### config.mk
export PLATFORM = sky130hd
export DESIGN_NAME = ticket_change_dispenser
export DESIGN_NICKNAME = d
export VERILOG_FILES = /design/src/rtl/ticket_change_dispenser.sv
export SDC_FILE = /design/constraint.sdc
export NUM_CORES = 1
export LEC_CHECK = 0
export BUFFER_PORTS_ARGS = -buffer_cell sky130_fd_sc_hd__clkbuf_2
export CAP_MARGIN = 20
export CORE_MARGIN = 3
export CORE_UTILIZATION = 60
export DETAILED_ROUTE_END_ITERATION = 10
export PLACE_DENSITY = 0.85
export SLEW_MARGIN = 20
export SYNTH_ARGS = -nofsm -noshare
export SYNTH_HDL_FRONTEND = slang
export SYNTH_SLANG_ARGS = --single-unit
### constraint.sdc
create_clock -name clk -period 7.8 [get_ports clk]
set_clock_uncertainty 0.15 [all_clocks]
set_input_delay 0.39 -clock clk [delete_from_list [all_inputs] [get_ports clk]]
set_output_delay 0.39 -clock clk [all_outputs]
set_load 0.02 [all_outputs]
### src/rtl/ticket_change_dispenser.sv
// Ticket/change dispenser: latches the fare totals, issues tickets one at a time over
// valid/ready, then pays the change out largest coin first and pulses done.
module ticket_change_dispenser #(
  parameter logic [5:0] DENOM_0 = 6'd50,
  parameter logic [5:0] DENOM_1 = 6'd10,
  parameter logic [5:0] DENOM_2 = 6'd5,
  parameter logic [5:0] DENOM_3 = 6'd1
) (
  input  logic       clk,
  input  logic       reset,
  input  logic       start,
  input  logic [7:0] total_money,
  input  logic [7:0] cost_of_ticket,
  input  logic [2:0] ticket_count,
  output logic       busy,
  output logic       ticket_valid,
  input  logic       ticket_ready,
  output logic       coin_valid,
  output logic [5:0] coin_value,
  input  logic       coin_ready,
  output logic [7:0] change_total,
  output logic       done,
  output logic       error
);

  typedef enum logic [1:0] {IDLE, TICKET, CHANGE, DONE} state_t;

  state_t     state_q, state_d;
  logic [7:0] remaining_q, remaining_d;
  logic [2:0] tkt_left_q, tkt_left_d;
  logic [7:0] change_total_q, change_total_d;
  logic       error_q, error_d;
  logic [5:0] coin_pick;

  // Greedy denomination choice, decoded from the registered remaining amount.
  always_comb begin
    if (remaining_q >= {2'b00, DENOM_0})      coin_pick = DENOM_0;
    else if (remaining_q >= {2'b00, DENOM_1}) coin_pick = DENOM_1;
    else if (remaining_q >= {2'b00, DENOM_2}) coin_pick = DENOM_2;
    else                                      coin_pick = DENOM_3;
  end

  always_comb begin
    state_d        = state_q;
    remaining_d    = remaining_q;
    tkt_left_d     = tkt_left_q;
    change_total_d = change_total_q;
    error_d        = 1'b0;
    ticket_valid   = 1'b0;
    coin_valid     = 1'b0;
    coin_value     = 6'd0;
    done           = 1'b0;
    case (state_q)
      IDLE: begin
        if (start) begin
          if (total_money >= cost_of_ticket) begin
            remaining_d    = total_money - cost_of_ticket;
            change_total_d = total_money - cost_of_ticket;
            tkt_left_d     = ticket_count;
            state_d        = (ticket_count != 3'd0) ? TICKET : CHANGE;
          end else begin
            error_d = 1'b1;
          end
        end
      end
      TICKET: begin
        ticket_valid = 1'b1;
        if (ticket_ready) begin
          tkt_left_d = tkt_left_q - 3'd1;
          // With no change owed, the last ticket goes straight to DONE to save a cycle.
          if (tkt_left_q == 3'd1)
            state_d = (remaining_q == 8'd0) ? DONE : CHANGE;
        end
      end
      CHANGE: begin
        if (remaining_q == 8'd0) begin
          state_d = DONE;
        end else begin
          coin_valid = 1'b1;
          coin_value = coin_pick;
          if (coin_ready)
            remaining_d = remaining_q - {2'b00, coin_pick};
        end
      end
      DONE: begin
        done    = 1'b1;
        state_d = IDLE;
      end
      default: state_d = IDLE;
    endcase
  end

  always_ff @(posedge clk) begin
    if (reset) begin
      state_q        <= IDLE;
      remaining_q    <= 8'd0;
      tkt_left_q     <= 3'd0;
      change_total_q <= 8'd0;
      error_q        <= 1'b0;
    end else begin
      state_q        <= state_d;
      remaining_q    <= remaining_d;
      tkt_left_q     <= tkt_left_d;
      change_total_q <= change_total_d;
      error_q        <= error_d;
    end
  end

  assign busy         = (state_q != IDLE);
  assign change_total = change_total_q;
  assign error        = error_q;

endmodule

Word-level counts from Yosys, hierarchy flattened
Index checks and enable logic that the tools add are counted.

cells by class
  reduce and logical (&&, ||, !) cells = 11
  $mul = 0
  bitwise logic cells = 2
  multiplexer cells = 27
  div/mod/pow operators = 0
  equal/unequal tests = 11
  $add $sub $neg = 3
  order comparisons = 4
  shifts and indexed selects = 0

operator list
  cell                                                                                  count
  8-bit two-way mux                                                                     4
  6-bit two-way mux                                                                     3
  8-bit one-hot mux with 2 select lines                                                 1
  2-bit inequality test (second input constant)                                         7
  2-bit two-way mux                                                                     6
  3-bit two-way mux                                                                     4
  5-bit AND reduction                                                                   2
  8-bit by 3-bit greater-or-equal comparator with 1-bit output (second input constant)  1
  8-bit by 4-bit greater-or-equal comparator with 1-bit output (second input constant)  1
  8-bit by 6-bit greater-or-equal comparator with 1-bit output (second input constant)  1
  8-bit greater-or-equal comparator                                                     1
  8-bit zero test                                                                       1
  2-bit one-hot mux with 4 select lines                                                 1
  8-bit by 6-bit subtractor with 8-bit output                                           1
  8-bit subtractor                                                                      1
  1-bit two-way mux                                                                     6
  3-bit one-hot mux with 2 select lines                                                 1
  2-bit nonzero test                                                                    3
  2-bit == test (second input constant)                                                 2
  4-bit two-way mux                                                                     1
  4-bit AND reduction                                                                   1
  3-bit by 1-bit == test with 1-bit output (second input constant)                      1
  3-bit AND reduction                                                                   1
  3-bit nonzero test                                                                    1
  5 further kinds                                                                       6

storage, ports and cells
  flip-flop bits (word level) = 22
  RAM bits = 0
  logic and storage cells = 63
  memories = 0
  ROM bits = 0
  latch bits = 0

Longest topological paths before layout
Gate-level depths: netlist of run 1.

  word-level depth = 8
  depth in mapped cells = 11
  mapped depth without buffers = 11

Least setup slack after synthesis of run 1
OpenSTA, ideal clock, no wires.

  kind = reg2reg
  from = register remaining_q[3]
  to = register remaining_q[5]
  cell stages (with the launch flop) = 11
  setup time = 0.091 ns
  arrival time = 2.912 ns
  setup slack = 4.648 ns
  clock period less this slack = 3.152 ns
  required time = 7.559 ns
  buffers on the path = 0
  cell sequence = dfxtp_1 or3_1 a311oi_1 nand2_1 ha_1 o21a_1 o31a_1 or4b_2 o2111ai_1 o21ai_0 a311oi_1

on the way
  word-level cells in the longest chain between the ends = 8

ends and longest elaborated chain
  item                                                          RTL line  source
  start, declared                                               29        logic [7:0] remaining_q, remaining_d;
  start signal, assigned                                        102       remaining_q <= remaining_d;
  8-bit by 3-bit greater-or-equal comparator with 1-bit output  39        else if (remaining_q >= {2'b00, DENOM_2}) coin_pick = DENOM_2;
  3-bit two-way mux                                             39
  4-bit two-way mux                                             38        else if (remaining_q >= {2'b00, DENOM_1}) coin_pick = DENOM_1;
  6-bit two-way mux                                             37        if (remaining_q >= {2'b00, DENOM_0}) coin_pick = DENOM_0;
  8-bit by 6-bit subtractor with 8-bit output                   82        remaining_d = remaining_q - {2'b00, coin_pick};
  8-bit two-way mux                                             81        if (coin_ready)
  8-bit two-way mux                                             76        if (remaining_q == 8'd0) begin
  8-bit one-hot mux with 2 select lines                         53        case (state_q)

Several ways; a longest one is shown, not always the timed one. The select of a mux whose other input is x is not followed.
A chain may end at the register's enable or synchronous reset.

Final worst setup path of run 1
Same ends and word-level chain as after synthesis.

==> results of run 1 <==
[registers in the layout, summed over array words and instances (netlist names)]
signal and count:
state_q 2, tkt_left_q 3, error 1, change_total 8
remaining_q 8
[area by class of cell]
| type | instances | area, µm² |
|---|---|---|
| clock buffer | 3 | 22.5 |
| fill | 276 | 871 |
| inverter | 28 | 108 |
| multi-input combinational | 202 | 1470 |
| sequential | 22 | 440 |
| tap | 44 | 55.1 |
| timing repair buffer | 42 | 210 |
[routing by layer]
layer  vias to the layer above  GRT usage  routed length [µm]
met4                         0     0.0554                  44
met3                         5     0.0416                 202
met1                       887      0.310                2260
li1                       1011          -                   -
met5                         -          0                   0
met2                        42      0.411                2180
[metrics by stage]
step	cell area [µm²]	cells	setup WS [ps]	utilization
6_report	2310	341	4390	0.726
5_1_grt	2310	341	4100	0.726
4_1_cts	2310	341	4400	0.726
3_5_place_dp	2280	338	4300	0.719
3_3_place_gp	2280	338	4420	0.719
2_1_floorplan	2070	260	4650	-
[logic make-up after synthesis]
| kind of cell | after synthesis |
|---|---|
| buf+inv | 36 |
| mux | 9 |
| xor+xnor | 5 |
| flops | 22 |
| fa+ha+maj | 23 |
| simple gates | 97 |
| compound gates | 68 |
[cell usage in the layout, fill, tap and decap left out, drive strengths merged, types with 3 or more instances in the layout]
cell	netlist	final
a211oi	11	11
o21ai	12	12
nand3	3	3
dfxtp	22	22
a311oi	4	4
nor3	10	10
or3	4	4
mux2i	9	9
nand2b	8	8
nand3b	3	3
inv	27	27
nor2	30	30
nand2	21	21
clkbuf	2	45
nor4	4	4
xnor2	5	5
ha	21	21
a21oi	14	14
o21a	8	8
[worst paths after layout]
check                    endpoint  slack, ps  cells past startpoint
hold reg to reg   change_total[7]        340                      2
setup reg to reg   remaining_q[5]       4390                     10
setup / recovery   remaining_q[5]       4390                     10
hold / removal              error        230                      3
[power by group]
| group | switching [mW] | internal, mW | leakage, nW |
|---|---|---|---|
| registers | 0.0354 | 0.146 | 0.180 |
| logic | 0.404 | 0.297 | 0.849 |
| clock network | 0.0375 | 0.0181 | 0.0138 |
[worst max-delay path, delay by kind of cell, from the launching register on]
family	cells	cell delay (ps)
AOI/OAI and AO/OA	6	1230
DFF	1	380
and+or+nand+nor	3	1240
adders and majority gates	1	340
==> qor.csv, run 1 <==
metric;value;unit
hp-class;input pin to flop;
avgSynthCellArea;7.95;µm²
path_max_fanout;6;
gp_congestion;0.887;
num_vias;1945;
cts_setup_buffers;0;
synth_area;0.00207;mm²
layout.nets;346;
grt_setup_unrepaired;false;
fin_crit;3410;ps
cts_max_path_buffers;2;
insertion_delay;330;ps
core-area;0.00318;mm²
cts_made_buffers;3;
die_x;64.7;µm
timing.setup.tns;0;ps
synth_adder_area_share;0.147;
overflow;0;
tritoncts;built;
fp.dieH;64.7;µm
drc_errors;0;
root_buffer;clkbuf_4;
synth.most_common_cell;nor2_1;
hold_ws;227;ps
drive_gt1_frac;0.202;
cp_slowest_cell;or4b_2;
track_usage;0.239;
final-setup-viol-count;0;
cpMostUsedCell;a311oi_1;
ys_ff_latch;22;
synthSimpleGateAreaFrac;0.249;
timing_max_transition_violations_final;0;
dp_hpwl;3.78;mm
hp-start;start;
ys_seq_area_frac;0.213;
r2r_start;remaining_q[3];
syn_inst;260;
tightestPinTransition;996;ps
synth_flop_cell;dfxtp_1;
ys_types;54;
status;complete, no violations;
cts-hold-fix-buffers;0;
diodes;0;
htreeDepth;1;
cpPeakStageDelay;620;ps
irDropWorstVdd;0.000423;V
cp.arrival;3500;ps
synth_nets;307;
fin_crit_sh;0.437;
synth_top_cell_by_area;dfxtp_1;
p_total;0.938;mW
post_cts_resized;0;
drv_cap;0;
crit_chain;or3_1, a311oi_1, nand2_1, ha_1, o21a_1, o31a_1, or4b_2, o2111ai_1, o21ai_0, a311oi_1;
drt_iter0_drc;113;
synth-compound-area-share;0.252;
yosys_warnings;0;
area_delta_synth_final;11.7;%
max_freq;293;MHz
avgViaCountPerCell;5.70;
p_per_area;407;mW/mm²
drtAntennaViolNets;0;
clock-sinks;22;
wire_per_inst;13.7;µm
synthMuxAreaShare;0.0436;
synth_top_area_frac;0.213;
start_kind;flop;
synthXorXnorAreaFrac;0.0212;
first_pass_iters;4;
grt_max_degree;22;
p_leak;1.04;nW
hold_violations;0;
rows;20;
synth_common_cells;nor2_1, inv_1, dfxtp_1, ha_1, nand2_1;
critPathKind;flop to flop;
ys_async_sr_fraction;0;
synth_top_family_by_area;compound AO/OA/AOI/OAI gates;
antenna_found_initial;0;
relSlewSlack;0.336;
ios;43;
startpoint;remaining_q[3];
grt_pass1_vias;1812;
synth_area_leaders;dfxtp_1, ha_1, nor2_1;
synth-edff-count;0;
clk_pin_slew_worst_paths;130;ps
dieArea;0.00418;mm²
drt_wl_total;4.68;mm
start_util;0.650;
worst_ep_required_time;7890;ps
grt_pass1_wl;7.98;mm
cp-end-kind;flop;
portBuffers;42;
Power figures use the tool's default switching activity.
==> run 2, diff against run 1 <==
- ABC_AREA: not set -> 1
- CORE_UTILIZATION: 60 -> 50
- PLACE_DENSITY: 0.85 -> 0.76
- clock period: 7.8 -> 3 ns (I/O delays scaled with it)
==> qor.csv, run 2 <==
metric;value;unit
status;complete, no violations;
p_leak;1.42;nW
yosys_warnings;0;
r2r_start;remaining_q[3];
hold_violations;0;
gp_congestion;0.879;
drive_gt1_frac;0.175;
core-area;0.00406;mm²
synth_top_area_frac;0.206;
drt_iter0_drc;124;
drv_cap;0;
grtUsageMet3;0.0140;
cts_max_path_buffers;2;
seqPwrFrac;0.230;
fp.dieH;71.4;µm
fin_crit;2460;ps
tritoncts;built;
drtAntennaViolNets;0;
irDropWorstVdd;0.000325;V
met2_usage;0.339;
worst_ep_required_time;3010;ps
syn_inst;348;
grt_setup_unrepaired;false;
clk_pin_slew_worst_paths;80;ps
synth-edff-count;0;
timing_max_transition_violations_final;0;
synth.most_common_cell;nand2_1;
startpoint;remaining_q[3];
cts_setup_buffers;0;
cts-hold-fix-buffers;0;
synth_area_leaders;dfxtp_1, nand2_1, ha_1;
start_kind;flop;
area_delta_synth_final;14.3;%
drt_wl_total;4.78;mm
p_per_area;734;mW/mm²
synth_area;0.00214;mm²
critPathKind;flop to flop;
wire_per_inst;10.9;µm
htreeDepth;1;
ios;43;
die_x;71.4;µm
cts_made_buffers;3;
grt_busiest_layer;met2;
rrSetupSlack;540;ps
final_common_cell;nand2_1;
fin_crit_sh;0.822;
ys_async_sr_fraction;0;
root_buffer;clkbuf_8;
synth_flop_cell;dfxtp_1;
switchingPower;0.900;mW
first_pass_iters;4;
ys_types;35;
drc_errors;0;
timing.setup.tns;0;ps
start_util;0.527;
met1_usage;0.257;
tightestPinTransition;508;ps
diodes;0;
track_usage;0.194;
layout_common_cells;nand2_1, inv_1, clkbuf_2, nor2_1, nand3_1;
overflow;0;
dp_hpwl;3.98;mm
pwr-share-clk;0.119;
synth_nets;395;
grt_pass1_vias;1970;
hold_ws;20.8;ps
max_freq;406;MHz
cp.arrival;2480;ps
rr_endpoint;remaining_q[7];
ys_ff_latch;22;
portBuffers;42;
final-setup-viol-count;0;
endpoint;remaining_q[7];
grt_max_degree;15;
hp-class;input pin to flop;
avgViaCountPerCell;4.96;
synth_top_cell_by_area;dfxtp_1;
pwr-share-comb;0.651;
clock-sinks;22;
grt_pass1_wl;8.18;mm
num_vias;2178;
avgSynthCellArea;6.14;µm²
setup_slack;535;ps
layout.nets;437;
relSlewSlack;0.658;
post_cts_resized;0;
dieArea;0.00509;mm²
r2r.worst_path.cells;14;
antenna_found_initial;0;
cp-end-kind;flop;
path_max_fanout;5;
switching_share;0.502;
insertion_delay;260;ps
ys_seq_area_frac;0.206;
rows;23;
pre_cts_slack;552;ps
synth_common_cells;nand2_1, inv_1, nor2_1, nand3_1, dfxtp_1;
intPower;0.892;mW
## run 2: cell types whose count changed in the layout (fill, tap and decap cells not counted), sizes merged, moves of 7 or more
cell,change
nand2,+82
inv,+39
nand3,+35
a211oi,-11
nor2,+11
nand2b,-8
o21a,-8
mux2i,-7
## run 2: area by class of cell
class	instances	area, µm²
Fill cell	402	1620
Multi-Input combinational cell	255	1430
Sequential cell	22	440
Inverter	66	248
Timing Repair Buffer	42	210
Tap cell	50	62.6
Clock buffer	4	55.1
## run 2: routing by layer
metal,share of wire,vias to the layer above
met5,0,-
met4,0.0059,0
met3,0.024,4
met2,0.48,35
met1,0.49,976
li1,-,1163
## run 2: cell families (layout without fill, tap and decap cells)
kind of cell,Yosys count,count (layout),share of synthesized area
compound gates,31,31,0.0831
xor+xnor,2,2,0.00820
fa+ha+maj,23,23,0.142
buf+inv,71,112,0.126
flops,22,22,0.206
mux,2,2,0.00937
simple gates,197,197,0.425
## run 2: per-stage QoR
step	total power, mW	std cells	area (µm²)	util
after CTS	1.79	439	2440	0.602
after floorplan	1.33	348	2140	-
after global routing	2.00	439	2440	0.602
final	1.79	439	2440	0.602
after detailed placement	1.57	435	2390	0.588
after global placement	1.55	435	2390	0.588
## run 2: worst min-delay path by stage
| stage | to | start | slack (ps) | cells after the start |
|---|---|---|---|---|
| after floorplan | error | reset | 80 | 1 |
| after global placement | error | start | 300 | 3 |
| after detailed placement | error | start | 300 | 3 |
| after CTS | error | start | 20 | 3 |
| after global routing | error | start | 40 | 3 |
| final | error | start | 20 | 3 |
## run 2: worst max-delay path, cell delays in order (launching register included)
cell and delay, ps:
dfxtp_1 370, nor2_1 150, a21oi_1 80, a21boi_0 420
nand2_1 140, ha_1 390, nand2_1 90, nor3_1 130
nand2_1 90, nand2_1 60, nand2_1 40, nand3_1 60
nand2_1 70, nor2_1 80, nor2_1 50
## run 2: power by group through the flow
stage | combinational [mW] | sequential (mW) | clock, mW
2_1_floorplan | 0.913 | 0.419 | 0
3_3_place_gp | 1.14 | 0.415 | 0
3_5_place_dp | 1.16 | 0.417 | 0
4_1_cts | 1.16 | 0.410 | 0.218
5_1_grt | 1.36 | 0.418 | 0.225
6_report | 1.17 | 0.412 | 0.213
